### src/rtl/io_fl_pkg.sv
// Shared sizing helpers and entry layout for the float-processor I/O bridge.
package io_fl_pkg;

  // Float word width: mantissa + exponent + sign.
  function automatic int word_w(input int nbmant, input int nbexpo);
    return nbmant + nbexpo + 1;
  endfunction

  // Address width for n locations; never narrower than one bit.
  function automatic int addr_w(input int n);
    return (n <= 1) ? 1 : $clog2(n);
  endfunction

  // Occupancy counter width able to hold 0..depth inclusive.
  function automatic int count_w(input int depth);
    return $clog2(depth) + 1;
  endfunction

  localparam int DEF_W   = word_w(16, 6);
  localparam int DEF_AOW = addr_w(8);

  // Output FIFO entry layout for the default configuration.
  typedef struct packed {
    logic [DEF_AOW-1:0] addr;
    logic [DEF_W-1:0]   data;
  } io_entry_t;

endpackage

### src/rtl/fifo_io_fl.sv
// Synchronous show-ahead FIFO; storage is register-based so reset clears it.
module fifo_io_fl
  import io_fl_pkg::*;
#(
  parameter  int DEPTH = 8,
  parameter  int WIDTH = 8,
  localparam int PW    = addr_w(DEPTH),
  localparam int CW    = count_w(DEPTH)
) (
  input  logic             clk,
  input  logic             rst,
  input  logic             push,
  input  logic             pop,
  input  logic [WIDTH-1:0] din,
  output logic             full,
  output logic             empty,
  output logic [CW-1:0]    count,
  output logic [WIDTH-1:0] dout
);

  logic [WIDTH-1:0] mem_q [DEPTH];
  logic [PW-1:0]    wr_ptr_q, rd_ptr_q;
  logic [CW-1:0]    count_q;
  logic             do_push, do_pop;

  // A pop frees a slot in the same cycle, so a full FIFO still accepts a push.
  always_comb begin
    do_pop  = pop & ~empty;
    do_push = push & (~full | do_pop);
  end

  for (genvar gi = 0; gi < DEPTH; gi++) begin : g_mem
    // Each entry captures data when the write pointer targets it.
    always_ff @(posedge clk or negedge rst) begin
      if (!rst)                                  mem_q[gi] <= '0;
      else if (do_push && wr_ptr_q == PW'(gi))   mem_q[gi] <= din;
    end
  end

  // Pointers wrap naturally on the power-of-two depth; count tracks exact occupancy.
  always_ff @(posedge clk or negedge rst) begin
    if (!rst) begin
      wr_ptr_q <= '0;
      rd_ptr_q <= '0;
      count_q  <= '0;
    end else begin
      if (do_push) wr_ptr_q <= wr_ptr_q + 1'b1;
      if (do_pop)  rd_ptr_q <= rd_ptr_q + 1'b1;
      case ({do_push, do_pop})
        2'b10:   count_q <= count_q + 1'b1;
        2'b01:   count_q <= count_q - 1'b1;
        default: count_q <= count_q;
      endcase
    end
  end

  assign full  = (count_q == CW'(DEPTH));
  assign empty = (count_q == '0);
  assign count = count_q;
  assign dout  = mem_q[rd_ptr_q];

endmodule

### src/rtl/io_bridge_fl.sv
// Peripheral responder for the float processor's I/O port: input holding
// registers on the read side, buffered output FIFO on the write side.
module io_bridge_fl
  import io_fl_pkg::*;
#(
  parameter  int NBMANT = 16,
  parameter  int NBEXPO = 6,
  parameter  int NUIOIN = 8,
  parameter  int NUIOOU = 8,
  parameter  int ODEPTH = 8,
  localparam int W      = word_w(NBMANT, NBEXPO),
  localparam int AIW    = addr_w(NUIOIN),
  localparam int AOW    = addr_w(NUIOOU),
  localparam int CW     = count_w(ODEPTH)
) (
  input  logic              clk,
  input  logic              rst,
  output logic [W-1:0]      io_in,
  input  logic [AIW-1:0]    addr_in,
  input  logic              req_in,
  input  logic [W-1:0]      io_out,
  input  logic [AOW-1:0]    addr_out,
  input  logic              out_en,
  input  logic              src_wr,
  input  logic [AIW-1:0]    src_addr,
  input  logic [W-1:0]      src_data,
  output logic [NUIOIN-1:0] src_full,
  output logic              snk_valid,
  input  logic              snk_ready,
  output logic [AOW-1:0]    snk_addr,
  output logic [W-1:0]      snk_data,
  output logic [CW-1:0]     snk_count,
  output logic              ovf,
  output logic              udf,
  input  logic              clr_flags
);

  typedef struct packed {
    logic [AOW-1:0] addr;
    logic [W-1:0]   data;
  } entry_t;

  logic [W-1:0]      hold_q [NUIOIN];
  logic [W-1:0]      hold_d [NUIOIN];
  logic [NUIOIN-1:0] v_q, v_d;
  logic              ovf_q, ovf_d, udf_q, udf_d;
  logic              rd_ok, src_ok, rd_valid, udf_set, ovf_set;
  logic              snk_pop, fifo_full, fifo_empty;
  entry_t            fifo_din, fifo_dout;

  // Range checks use one extra bit so non-power-of-two address spaces work.
  always_comb begin
    rd_ok    = ({1'b0, addr_in}  < (AIW+1)'(NUIOIN));
    src_ok   = ({1'b0, src_addr} < (AIW+1)'(NUIOIN));
    rd_valid = 1'b0;
    io_in    = '0;
    if (rd_ok) begin
      rd_valid = v_q[addr_in];
      io_in    = hold_q[addr_in];
    end
  end

  for (genvar gi = 0; gi < NUIOIN; gi++) begin : g_hold
    logic wr_hit, rd_hit;
    // Producer write wins over consumption, so a same-cycle write leaves v set.
    always_comb begin
      wr_hit     = src_wr & src_ok & (src_addr == AIW'(gi));
      rd_hit     = req_in & rd_ok & (addr_in == AIW'(gi));
      hold_d[gi] = wr_hit ? src_data : hold_q[gi];
      v_d[gi]    = wr_hit ? 1'b1 : (rd_hit ? 1'b0 : v_q[gi]);
    end

    // Holding register and its valid bit.
    always_ff @(posedge clk or negedge rst) begin
      if (!rst) begin
        hold_q[gi] <= '0;
        v_q[gi]    <= 1'b0;
      end else begin
        hold_q[gi] <= hold_d[gi];
        v_q[gi]    <= v_d[gi];
      end
    end
  end

  // Sticky flags: a set event in the same cycle overrides clr_flags.
  always_comb begin
    snk_pop = snk_valid & snk_ready;
    udf_set = req_in & ~rd_valid;
    ovf_set = out_en & fifo_full & ~snk_pop;
    udf_d   = udf_set | (udf_q & ~clr_flags);
    ovf_d   = ovf_set | (ovf_q & ~clr_flags);
  end

  // Flag registers.
  always_ff @(posedge clk or negedge rst) begin
    if (!rst) begin
      udf_q <= 1'b0;
      ovf_q <= 1'b0;
    end else begin
      udf_q <= udf_d;
      ovf_q <= ovf_d;
    end
  end

  assign fifo_din = '{addr: addr_out, data: io_out};

  fifo_io_fl #(
    .DEPTH (ODEPTH),
    .WIDTH ($bits(entry_t))
  ) u_ofifo (
    .clk   (clk),
    .rst   (rst),
    .push  (out_en),
    .pop   (snk_pop),
    .din   (fifo_din),
    .full  (fifo_full),
    .empty (fifo_empty),
    .count (snk_count),
    .dout  (fifo_dout)
  );

  assign snk_valid = ~fifo_empty;
  assign snk_addr  = fifo_dout.addr;
  assign snk_data  = fifo_dout.data;
  assign src_full  = v_q;
  assign ovf       = ovf_q;
  assign udf       = udf_q;

endmodule

### config.mk
export PLATFORM = sky130hd
export DESIGN_NAME = io_bridge_fl
export DESIGN_NICKNAME = d
export VERILOG_FILES = /design/src/rtl/io_fl_pkg.sv /design/src/rtl/fifo_io_fl.sv /design/src/rtl/io_bridge_fl.sv
export SDC_FILE = /design/constraint.sdc
export NUM_CORES = 1
export LEC_CHECK = 0
export CAP_MARGIN = 30
export CORE_UTILIZATION = 55
export CTS_BUF_LIST = sky130_fd_sc_hd__clkbuf_8
export CTS_CLUSTER_SIZE = 20
export DETAILED_ROUTE_END_ITERATION = 10
export DONT_BUFFER_PORTS = 1
export PLACE_DENSITY = 0.73
export SETUP_SLACK_MARGIN = 0.2
export SLEW_MARGIN = 20
export SYNTH_ARGS = -nofsm -noshare
export SYNTH_HDL_FRONTEND = slang
export SYNTH_HIERARCHICAL = 1
export SYNTH_SLANG_ARGS = --single-unit
### constraint.sdc
create_clock -name clk -period 2.8 [get_ports clk]
set_input_delay 0.7 -clock clk [delete_from_list [all_inputs] [get_ports clk]]
set_output_delay 0.7 -clock clk [all_outputs]
set_load 0.02 [all_outputs]
==> parameters.txt, run 1 <==
Parameter                              Value

Run status
  Run status    complete, but fails checks
  Violated checks    negative hold slack, max-slew violations, negative setup slack

Routing
  Final ANT Viol Nets    0
  Vias    10.0k
  Wire length per cell after detailed routing    22.8 um
  Total Wirelength    38.2 mm
  Number of vias per cell after detailed routing    5.97
  Drt first-iter violations    482
  First-pass iteration count of the detailed router    4
  Post-detailed-route DRC marker count    0

Global routing
  Fraction of met3 tracks used by global routing    5.16%
  Most utilized layer in the global route result    met2
  Global-route wire length before repair    61.6 mm
  Met2 usage    34.6%
  Initial antenna violation count    0
  Largest net degree at the start of global routing    413
  Met1 routing resource usage after global routing    31.7%
  Total global-route track usage    22.4%
  Overflow left after global routing    0
  Via count of the first global-routing pass    10.8k

Place
  Worst setup slack after placement    187 ps
  Post-placement cell count    1541
  Detailed Place HPWL    21.4 mm
  Final weighted congestion of routability-driven global placement    0.730
  Input/output buffers    0

Logic synthesis
  Cells after Synth    1121
  Register bit count reported by yosys    412
  Top-area cell type share of the netlist area    53.7%
  Number of warnings printed during yosys synthesis    6
  Sequential cell area fraction in the yosys report    53.7%
  Top cells by area, synth    dfrtp_1 54%, mux2_2 22%, mux4_2 8.9%
  Number of library cell types mapped by synthesis    46
  Post-synth top flop    dfrtp_1
  Post-synthesis instance area    19200 um2
  Synthesized Nets    1193
  Asr flop ratio synth    100%
  EDFF count, synth    0
  Mean Syn Cell Area    17.1 um2
  Synth area leader    dfrtp_1

Finish
  Net total in the final layout    1240
  Fraction of final layout cells with drive strength greater than 1    55.9%
  Layout-stage area growth over the synthesis result    11.4%
  Final cell utilization of the core    62.0%
  Number of fill cells    2578
  Finished Layout Cells    1677
  Count of inserted antenna diode cells    0

Setup path
  Category of the worst setup path launch point    register
  WS Path Type    reg2out
  Sequence of cells on the critical path    buf_12 > clkbuf_16 > mux4_2 > mux2_4
  Worst setup path start    u_ofifo/rd_ptr_q[0]
  Endpoint of the worst-slack reg-to-reg timing path    u_ofifo/count[3]
  Worst Setup End Kind    primary output
  Stages on worst setup path    4
  Kind of cell adding the most delay to the critical path    multiplexers
  Worst reg-to-reg setup slack    320 ps
  Critical path's largest stage delay    510 ps
  Worst path slowest cell    mux4_2
  Number of cells on the worst reg-to-reg path    11
  Critical path data required time    2100 ps
  CP arrival    2210 ps
  Reg2Reg Launch Point    u_ofifo/count[2]
  Crit Path Max Fanout    7
  Number of buffers and inverters on the critical path    2
  CP Capture Point    snk_data[15]

Clock network
  Total CTS buffers    71
  Latest clock arrival within the worst-skew pair    600 ps
  H-tree levels    3
  Max Root-Sink Buffers    3
  Clock slew seen by the registers of the worst setup and hold paths    60 ps
  Clock tree from TritonCTS    yes
  Clk sink count    412
  Cell at the root of the clock tree    clkbuf_8

Timing
  Number of slew-limit violations in the final report    256
  Unrepaired setup endpoints after global routing    true
  Maximum operating frequency    343 MHz
  Worst Hold Margin    -185 ps
  Min setup slack post-route    -114 ps
  Final setup violating endpoints    26
  Final Hold Fails    73
  Period utilisation layout    104%
  Max-Slew Margin vs Limit    -28.5%
  Period minus WS final    2910 ps
  Worst slew pin tran    1930 ps
  Clock skew    24.1 ps

Floorplanning
  Placement Rows    68
  Die area    35600 um2
  DIE WIDTH    189 um
  Placeable core region    34500 um2
  Initial Utilization    55.7%
  Number of I/O pins    126
  Die height    189 um

Power
  Power Density    1070 nW/um2
  Static leakage    9.51 nW
  VDD IR max    0.591 mV

Job
  Max-cap viol count    0

Worst hold path
  Min-Delay Path Class    in2async
## kinds of logic (layout without fill, tap and decap cells)
logic type | count (synthesis) | in the layout | synth area share (%)
AO/OA/AOI/OAI | 22 | 22 | 0.782
flip-flops | 412 | 412 | 53.7
multiplexers | 545 | 545 | 39.4
AND/OR/NAND/NOR | 46 | 46 | 2.07
buffers and inverters | 80 | 181 | 3.07
XOR/XNOR | 6 | 6 | 0.274
adder cells (fa/ha/maj) | 10 | 10 | 0.691
## cell usage after synthesis (3+ instances only)
master,n
dfrtp_1,412
mux2_2,380
mux4_2,76
mux2_4,60
mux4_1,23
buf_2,20
clkbuf_1,15
buf_6,13
inv_1,12
buf_4,11
ha_1,9
nand2_1,9
o21ai_0,9
nand2b_1,8
buf_12,7
nor2_1,5
xnor2_1,4
mux2_1,3
mux2i_1,3
nand3_2,3
nand3_4,3
## layer usage
layer  wire length, um  share of wire, %
met5                 0                 0
met1             17700                46
met4               616               1.6
met3              1820               4.8
met2             18000                47
## final cells by class
| cell class | count | area [um2] | share of cell area (%) |
|---|---|---|---|
| multi-input combinational | 629 | 8490 | 39.7 |
| tap | 455 | 569 | 2.66 |
| clock buffer | 86 | 1180 | 5.54 |
| timing repair buffer | 42 | 574 | 2.69 |
| clock inverter | 41 | 201 | 0.942 |
| sequential | 412 | 10300 | 48.3 |
| inverter | 12 | 45.0 | 0.211 |
## sequential cells by signal, summed over array words and instances (netlist names)
name	cells
u_ofifo/mem_q	208
u_ofifo/wr_ptr_q	3
u_ofifo/count	4
hold_q	184
ovf	1
src_full	8
udf	1
u_ofifo/rd_ptr_q	3
## where the power goes
part	switching, mW	internal [mW]
Combinational	3.29	5.01
Sequential	1.18	8.18
Clock	2.36	2.86
Total	6.83	16.1
## repair_timing
| action | 4_1_cts | 5_1_grt |
|---|---|---|
| pin swaps | 0 | 3 |
| setup buffers | 4 | 3 |
| resized for setup | 25 | 18 |
| endpoints found under the setup margin | 30 | 29 |
| hold endpoints to repair | 412 | 412 |
| cloned | 0 | 2 |
## worst min path at each step
stage	start	end	slack [ps]	cells past startpoint
after global routing	rst	u_ofifo/mem_q[200]	-230	0
final	rst	u_ofifo/mem_q[200]	-180	0
after CTS	rst	u_ofifo/mem_q[21]	-250	0
after global placement	rst	u_ofifo/mem_q[96]	420	0
after detailed placement	rst	u_ofifo/mem_q[200]	420	0
after floorplan	rst	hold_q[0]	400	0
## cell usage in the layout (no fill, tap or decap), types with 4 or more instances in the layout
| master | count |
|---|---|
| dfrtp_1 | 409 |
| mux2_2 | 349 |
| mux2_4 | 91 |
| clkbuf_8 | 86 |
| mux4_2 | 76 |
| inv_1 | 42 |
| mux4_1 | 23 |
| buf_4 | 21 |
| buf_12 | 14 |
| nand2_1 | 9 |
| o21ai_0 | 8 |
| nand2b_1 | 7 |
| ha_1 | 7 |
| clkinv_2 | 5 |
| clkinvlp_4 | 4 |
| nor2_1 | 4 |
| xnor2_1 | 4 |
## per-stage QoR
| stage | cell area, um2 | setup TNS (ps) | power [mW] |
|---|---|---|---|
| 2_1_floorplan | 19200 | 0 | 15.6 |
| 3_5_place_dp | 19700 | 0 | 17.1 |
| 5_1_grt | 21400 | -3890 | 24.2 |
| 3_3_place_gp | 19700 | 0 | 16.8 |
| 4_1_cts | 21200 | -3190 | 22.9 |
| 6_report | 21400 | -2010 | 22.9 |
(Power assumes the default switching activity.)
==> run 2: changes to the inputs <==
- CTS_CLUSTER_DIAMETER: default -> 60
==> run 2 against run 1 <==
The flow finishes with violations (negative hold slack, negative setup slack). Register-to-register slack barely moved. Clock power decreased by 31%. Clock-buffer cell count is 48 lower. Maximum frequency rose by 1.4%. First-iteration DRC count increased by 1.0%. Via count decreased by 2.7%. Die area unchanged. Utilization fell by 1.9 points. Flip-flop and latch count stayed put. Non-clock buffer count rose by 2. Critical endpoint is now snk_data[22]. Largest power group unchanged. Highest routed layer unchanged.
==> parameters.txt, run 2 (same netlist as run 1, synthesis figures left out) <==
Parameter                              Value

Setup path
  WS Path Type    reg2out
  Critical path data required time    2100 ps (about the same)
  Category of the worst setup path launch point    register
  Worst Setup End Kind    primary output
  Worst setup path start    u_ofifo/rd_ptr_q[0]
  Worst reg-to-reg setup slack    320 ps (about the same)
  Endpoint of the worst-slack reg-to-reg timing path    u_ofifo/count[3]
  Crit Path Max Fanout    10 (+3)
  Number of cells on the worst reg-to-reg path    11 (unchanged)
  Reg2Reg Launch Point    u_ofifo/count[2]
  CP arrival    2170 ps (-40 ps)
  CP Capture Point    snk_data[22]

Routing
  Final ANT Viol Nets    0 (unchanged)
  Wire length per cell after detailed routing    23.1 um (+1.6%)
  Number of vias per cell after detailed routing    6.05 (+1.3%)
  Vias    9746 (-2.7%)
  Post-detailed-route DRC marker count    0 (unchanged)
  Drt first-iter violations    487 (+1.0%)
  Total Wirelength    37.2 mm (-2.4%)
  First-pass iteration count of the detailed router    4 (unchanged)

Global routing
  Fraction of met3 tracks used by global routing    3.82% (-1.3 points)
  Initial antenna violation count    0 (unchanged)
  Largest net degree at the start of global routing    413 (unchanged)
  Via count of the first global-routing pass    10.4k (-3.9%)
  Overflow left after global routing    0 (unchanged)
  Met1 routing resource usage after global routing    32.2% (+0.54 points)
  Total global-route track usage    21.9% (-0.52 points)
  Most utilized layer in the global route result    met2
  Global-route wire length before repair    60.5 mm (-1.6%)
  Met2 usage    34.6% (about the same)

Place
  Post-placement cell count    1541 (unchanged)
  Worst setup slack after placement    187 ps (unchanged)
  Input/output buffers    0 (unchanged)
  Final weighted congestion of routability-driven global placement    0.730 (unchanged)
  Detailed Place HPWL    21.4 mm (unchanged)

Floorplanning
  Die height    189 um (unchanged)
  Number of I/O pins    126 (unchanged)
  DIE WIDTH    189 um (unchanged)
  Placement Rows    68 (unchanged)
  Placeable core region    34500 um2 (unchanged)
  Die area    35600 um2 (unchanged)
  Initial Utilization    55.7% (unchanged)

Timing
  Number of slew-limit violations in the final report    0 (-100%)
  Worst slew pin tran    805 ps (-1120 ps)
  Maximum operating frequency    348 MHz (+1.4%)
  Worst Hold Margin    -165 ps (+20.1 ps)
  Clock skew    29.2 ps (+5.08 ps)
  Period utilisation layout    103% (-1.4 points)
  Min setup slack post-route    -74.4 ps (+39.8 ps)
  Final Hold Fails    318 (+340%)
  Fin Setup TNS    -1050 ps (+965 ps)
  Period minus WS final    2870 ps (-39.8 ps)
  Max-Slew Margin vs Limit    46.4% (+75 points)
  Unrepaired setup endpoints after global routing    true
  Final setup violating endpoints    25 (-3.8%)

Finish
  Fraction of final layout cells with drive strength greater than 1    55.6% (-0.27 points)
  Commonest non-fill, non-tap cell in the layout    dfrtp_1
  Max reg flops    208 (unchanged)
  Register with the most flip-flops    u_ofifo/mem_q
  Net total in the final layout    1205 (-2.8%)
  Count of inserted antenna diode cells    0 (unchanged)
  Layout-stage area growth over the synthesis result    7.95%
  Finished Layout Cells    1611 (-3.9%)
  Commonest cells after routing, fill and taps aside    409 x dfrtp_1, 353 x mux2_2, 87 x mux2_4, 76 x mux4_2, 38 x clkbuf_8

Clock network
  H-tree levels    2 (-1)
  Total CTS buffers    34 (-52%)
  Max Root-Sink Buffers    3 (unchanged)
  Latest clock arrival within the worst-skew pair    560 ps (-40 ps)
  Clk sink count    412 (unchanged)
  Clock slew seen by the registers of the worst setup and hold paths    120 ps (+60 ps)
  Cell at the root of the clock tree    clkbuf_8
  Clock tree from TritonCTS    yes

Power
  VDD IR max    0.558 mV (-5.7%)
  Power Density    1030 nW/um2 (-4.2%)
  Overall power consumption    21.2 mW (-7.2%)
  Static leakage    9.06 nW (-4.7%)

Job
  Max-cap viol count    0 (unchanged)

Run status
  Violated checks    negative hold slack, negative setup slack
  Run status    complete, but fails checks

Worst hold path
  Min-Delay Path Class    in2async
==> run 2: cell count changes in the layout (fill, tap and decap cells not counted), moves of 2 or more <==
| cell | before | now |
|---|---|---|
| buf_6 | 1 | 5 |
| clkbuf_16 | 2 | 0 |
| clkbuf_8 | 86 | 38 |
| clkinv_2 | 5 | 3 |
| inv_1 | 42 | 15 |
| inv_6 | 0 | 3 |
| inv_8 | 0 | 4 |
| mux2_2 | 349 | 353 |
| mux2_4 | 91 | 87 |
==> run 2: worst min path at each step <==
stage / end / startpoint / depth (start not counted)
2_1_floorplan: hold_q[0] / rst / 0
3_3_place_gp: u_ofifo/mem_q[96] / rst / 0
3_5_place_dp: u_ofifo/mem_q[200] / rst / 0
4_1_cts: u_ofifo/mem_q[70] / rst / 0
5_1_grt: u_ofifo/mem_q[200] / rst / 0
6_report: u_ofifo/mem_q[200] / rst / 0
==> run 2: repair_timing <==
item / 4_1_cts / 5_1_grt
cloned: 2 / 0
setup buffers: 7 / 2
resized for setup: 39 / 5
pin swaps: 0 / 2
hold endpoints to repair: 412 / 412
endpoints found under the setup margin: 27 / 28
==> run 2: worst max-delay path, cell delays in order (launching register included) <==
cell and delay [ps]:
dfrtp_4 480, buf_6 140, buf_12 150, mux4_2 540, mux2_4 330
==> run 2: through the flow <==
step	area, um2	utilization (%)
after floorplan	19200	-
after global placement	19700	57.1
after detailed placement	19700	57.1
after CTS	20700	60.0
after global routing	20700	60.1
final	20700	60.1
==> run 2: power breakdown <==
group	internal, mW	leakage (nW)	switching [mW]
Combinational	5.03	3.74	3.27
Clock	1.52	0.375	2.09
Sequential	8.14	4.95	1.19
Total	14.7	9.06	6.55
==> run 2: final cells by class <==
cell class,instances,area [um2]
multi-input cells,629,8460
fillers,2628,13700
inverters,12,45.0
clock buffers,38,523
clock inverters,21,211
well taps,455,569
repair buffers,44,592
flip-flops and latches,412,10300
==> run 2: layer usage <==
metal / part of all wire, % / vias up
li1: - / 4238
met1: 46 / 5324
met2: 48 / 150
met3: 4.6 / 34
met4: 1.3 / 0
met5: 0 / -
==> run 3: changes to the inputs <==
- SLEW_MARGIN: 20 -> default
==> results of run 3 <==
The final DEF is identical to that of run 2; final timing and power are the same.
